<file path="src/rtl/ad9226_fifo_unpacker.sv">
// ---------------------------------------------------------------------------
// ad9226_fifo_unpacker
//   Read side of the ADC sample FIFO. Pops one packed sample word at a time,
//   serialises it MSB-first into a byte stream for the W5500 socket TX writer
//   and groups WORDS_PER_PACKET words into one packet, flagging the first and
//   last byte of each packet.
//
// Ports
//   sys_clk     in   system clock, rising edge
//   reset_n     in   synchronous active-low reset
//   fifo_empty  in   FIFO empty flag
//   fifo_q      in   FIFO read data, valid the cycle after fifo_rd_en
//   fifo_rd_en  out  single-cycle FIFO read request
//   byte_ready  in   downstream accepts byte_data this cycle
//   byte_data   out  output byte
//   byte_valid  out  byte_data valid
//   byte_sop    out  first byte of a packet
//   byte_eop    out  last byte of a packet
//   busy        out  high whenever the FSM is not idle
//   pkt_count   out  number of completed packets, wraps to 0
// ---------------------------------------------------------------------------
module ad9226_fifo_unpacker #(
  parameter int FIFO_SIZE        = 240,
  parameter int WORDS_PER_PACKET = 4,
  parameter int PKT_CNT_BITS     = 16
) (
  input  logic                    sys_clk,
  input  logic                    reset_n,
  input  logic                    fifo_empty,
  input  logic [FIFO_SIZE-1:0]    fifo_q,
  output logic                    fifo_rd_en,
  input  logic                    byte_ready,
  output logic [7:0]              byte_data,
  output logic                    byte_valid,
  output logic                    byte_sop,
  output logic                    byte_eop,
  output logic                    busy,
  output logic [PKT_CNT_BITS-1:0] pkt_count
);

  localparam int BYTES  = FIFO_SIZE / 8;
  localparam int BIDX_W = (BYTES > 1) ? $clog2(BYTES) : 1;
  localparam int WIDX_W = (WORDS_PER_PACKET > 1) ? $clog2(WORDS_PER_PACKET) : 1;
  localparam logic [BIDX_W-1:0] LAST_BYTE = BIDX_W'(BYTES - 1);
  localparam logic [WIDX_W-1:0] LAST_WORD = WIDX_W'(WORDS_PER_PACKET - 1);

  typedef enum logic [1:0] {
    IDLE,
    READ,
    SEND,
    DONE
  } state_t;

  state_t              state;
  state_t              next_state;
  logic [FIFO_SIZE-1:0] shift_reg;
  logic [BIDX_W-1:0]   byte_idx;
  logic [WIDX_W-1:0]   word_idx;
  logic                xfer;

  // State register.
  always_ff @(posedge sys_clk) begin
    if (!reset_n) state <= IDLE;
    else          state <= next_state;
  end

  // Next-state and output decode. The read request is also gated by reset_n
  // so that no FIFO entry is popped while the block is being held in reset.
  always_comb begin
    next_state = state;
    fifo_rd_en = 1'b0;
    byte_valid = 1'b0;
    byte_sop   = 1'b0;
    byte_eop   = 1'b0;
    byte_data  = 8'h00;
    busy       = 1'b1;
    xfer       = 1'b0;
    case (state)
      IDLE: begin
        busy = 1'b0;
        if (!fifo_empty && reset_n) begin
          fifo_rd_en = 1'b1;
          next_state = READ;
        end
      end
      READ: begin
        next_state = SEND;
      end
      SEND: begin
        byte_valid = 1'b1;
        byte_data  = shift_reg[FIFO_SIZE-1 -: 8];
        byte_sop   = (byte_idx == '0) && (word_idx == '0);
        byte_eop   = (byte_idx == LAST_BYTE) && (word_idx == LAST_WORD);
        xfer       = byte_ready;
        if (byte_ready && (byte_idx == LAST_BYTE)) next_state = DONE;
      end
      DONE: begin
        next_state = IDLE;
      end
      default: next_state = IDLE;
    endcase
  end

  // Datapath: the current byte always sits in the top 8 bits of shift_reg,
  // so a completed transfer shifts the next byte into place.
  always_ff @(posedge sys_clk) begin
    if (!reset_n) begin
      shift_reg <= '0;
      byte_idx  <= '0;
      word_idx  <= '0;
      pkt_count <= '0;
    end else begin
      case (state)
        READ: begin
          shift_reg <= fifo_q;
          byte_idx  <= '0;
        end
        SEND: begin
          if (xfer && (byte_idx != LAST_BYTE)) begin
            shift_reg <= shift_reg << 8;
            byte_idx  <= byte_idx + 1'b1;
          end
        end
        DONE: begin
          if (word_idx == LAST_WORD) begin
            word_idx  <= '0;
            pkt_count <= pkt_count + 1'b1;
          end else begin
            word_idx <= word_idx + 1'b1;
          end
        end
        default: ;
      endcase
    end
  end

endmodule
</file>
<file path="config.mk">
export PLATFORM = sky130hd
export DESIGN_NAME = ad9226_fifo_unpacker
export DESIGN_NICKNAME = d
export VERILOG_FILES = /design/src/rtl/ad9226_fifo_unpacker.sv
export SDC_FILE = /design/constraint.sdc
export NUM_CORES = 1
export LEC_CHECK = 0
export ABC_AREA = 1
export BUFFER_PORTS_ARGS = -buffer_cell sky130_fd_sc_hd__buf_4
export CAP_MARGIN = 20
export CELL_PAD_IN_SITES_DETAIL_PLACEMENT = 1
export CELL_PAD_IN_SITES_GLOBAL_PLACEMENT = 1
export CORE_MARGIN = 4
export CORE_UTILIZATION = 35
export DETAILED_ROUTE_END_ITERATION = 12
export PLACE_DENSITY = 0.78
export SETUP_SLACK_MARGIN = 0.15
export SLEW_MARGIN = 5
export SYNTH_ARGS = -nofsm -noshare
export SYNTH_HDL_FRONTEND = slang
export SYNTH_SLANG_ARGS = --single-unit
</file>
<file path="constraint.sdc">
create_clock -name sys_clk -period 2.1 [get_ports sys_clk]
set_input_delay 0.315 -clock sys_clk [delete_from_list [all_inputs] [get_ports sys_clk]]
set_output_delay 0.315 -clock sys_clk [all_outputs]
set_load 0.01 [all_outputs]
</file>
==> reports/results.ini <==
[run_status]
status=completed

[route]
dr.first_iter.drc_count=838
detail-route-antenna-nets=0
drc=0
drt-total-wl_um=47800
via_per_inst=5.16
dr.pass1.iters=5
routedWlPerCell_um=17.5
vias=14099

[placed_design]
placed_area_um2=15300
gp_congestion=0.797
post-place-ws_ns=0.110
dp_cells=2648
hpwl_um=28700
numPortBuffers=272

[die]
rows=70
dieHeight_um=201
io_pins=273
die_area_um2=40500
coreArea_um2=36800
initial_utilization=0.356
chipWidth_um=201

[min_path]
holdPathEnd=shift_reg[4]
hold_path.class=in2reg
hold_depth=5
worstHoldStart=fifo_q[4]

[finish]
multiInputGateArea_um2=6910
drive_above_1_share=0.183
areaGrowthSynthToFinish_pct=30.0
fillers=4814
layout_common_cells=972 x nand2_1, 282 x buf_4, 260 x dfxtp_1
ff_latch_area_um2=5320
fin_cells=2734
largest_register_ffs=240
nNetsFinal=2498
final_common_cell=nand2_1
fin_area_um2=17000

[logic_synthesis]
synth_cell_types=25
synthTopCellsByArea=dfxtp_1 41%, nand2_1 28%, nand3_1 9.6%
synth_seq_area_share=0.405
synth_warnings=0
syn_nets=2303
avgSynthCellArea_um2=6.39
netlist_area_um2=13100
yosysTopAreaCell=dfxtp_1
synth.top_cell.area_share=0.405
synth_cells=2049
synth_seq_cells=265

[cts]
cts-root-buf=clkbuf_16
hold_buffers=0
worstSkewPairLatency_ns=0.55
clk_pin_slew_ns=0.06
cts_tree=done
clkSinkCount=265
htree_num_levels=1
clk_path_buf_depth=3
cts_buffers=31

[setup_path]
worstSetupPathType=reg2out
r2r-start=state[0]
crit_chain=inv_1 > ha_1 > nand4_1 > nor3_2 > buf_4
critPathRequiredTime_ns=1.78
r2r_end=shift_reg[217]
cp_data_arrival_time_ns=1.70
cp_top_family=flip-flops
critical_path_peak_fanout=4
cpMaxStageDelayCell=dfxtp_1
path_buf_inv=2
critPathLaunchType=flop
critPathCaptureType=primary output
max_stage_delay_ns=0.35
rrSetupSlack_ns=0.24
r2r_cells=10

[timing]
clock_skew_ns=0.0130
slew_headroom=0.621
final.setup.worst_slack_ns=0.0834
tightest_slew_ns=0.568
period_share=0.960
hold_viol=0
finalSetupViolations=0
period_needed_ns=2.02
rsz0062_at_grt=true
tns_ns=0
fmax_mhz=496
maxSlewViolCount=0

[job]
maxCapViolations=0

[grt]
grtUsageTotal=0.210
grt_pass1_vias=13985
grt_overflow_total=0
grt_start_max_net_pins=144
grt_pass1_wl_um=72600
antenna_found_initial=2

[power_and_ir_drop]
ir_drop_uv=918
leakage_nw=7.76
powerDensity_nw_per_um2=1350

## metrics by stage
stage | hold WS, ns | total power [mW] | util
floorplan | 0.451 | 13.4 | -
global placement | 0.461 | 15.8 | 0.415
global route | 0.0956 | 24.7 | 0.463
finish | 0.0887 | 23.0 | 0.463
detailed placement | 0.477 | 16.0 | 0.415
CTS | 0.0641 | 22.2 | 0.450
## Yosys cell counts
cell type and n:
nand3_1 252, buf_2 65, nand4_1 6, inv_2 2, buf_4 17, buf_6 14
buf_1 1, xor2_1 5, nand2_1 981, clkbuf_1 64, clkinv_1 1, nor2_1 45
a21oi_1 244, o21bai_1 1, nor2_2 1, xnor2_1 1, dfxtp_1 265, nor3_1 5
inv_1 45, buf_8 1, nand2_4 3, nor2_4 1, nor3b_1 1, o21ai_0 18
ha_1 10
## per-layer routing
metal  part of all wire  up-vias  global-route usage
met2               0.47      337               0.353
li1                   -     6927                   -
met1               0.45     6782               0.286
met3              0.059       51              0.0382
met4              0.017        2              0.0369
met5            0.00023        -                   0
## area by class of cell
| type | instances | area share |
|---|---|---|
| multi-input cells | 1576 | 0.406 |
| repair buffers | 322 | 0.173 |
| diodes | 1 | 0.000147 |
| clock inverters | 10 | 0.00882 |
| inverters | 48 | 0.0115 |
| clock buffers | 44 | 0.0543 |
| flip-flops and latches | 265 | 0.312 |
| well taps | 468 | 0.0344 |
## how the worst max path moves through the flow
stage | startpoint | to | slack [ns] | cells past startpoint
after floorplan | state[0] | byte_sop | 0.23 | 7
after global placement | state[0] | shift_reg[148] | 0.22 | 8
after detailed placement | state[0] | shift_reg[9] | 0.11 | 8
after CTS | word_idx[0] | byte_sop | 0.06 | 5
after global routing | word_idx[0] | byte_sop | -0.002 | 5
final | word_idx[0] | byte_sop | 0.08 | 5
## kinds of logic after synthesis
logic type	Yosys count	synth area share
XOR/XNOR	6	0.00402
AND/OR/NAND/NOR	1295	0.400
flip-flops	265	0.405
AO/OA/AOI/OAI	263	0.101
buffers and inverters	210	0.0802
adder cells (fa/ha/maj)	10	0.00956
## power by group
group	internal (mW)	total, mW	switching, mW
clock network	3.51	5.67	2.16
logic	3.68	10.3	6.65
registers	6.30	6.99	0.691
## worst reg2reg max path: stages (launching register included)
cell       delay, ns
dfxtp_2         0.33
inv_2           0.07
ha_4            0.16
buf_4           0.14
inv_8           0.05
nor2_4          0.17
nand2_8         0.18
buf_4           0.21
clkbuf_16       0.21
nand3_1         0.11
a21oi_1         0.08
## timing repair
action / in CTS / in global routing
endpoints found under the setup margin: 39 / 160
pin swaps: 4 / 14
hold endpoints to repair: 0 / 0
cloned: 2 / 9
setup buffers: 12 / 8
resized for setup: 20 / 52
No activity file was read; power rests on OpenSTA's default activity.
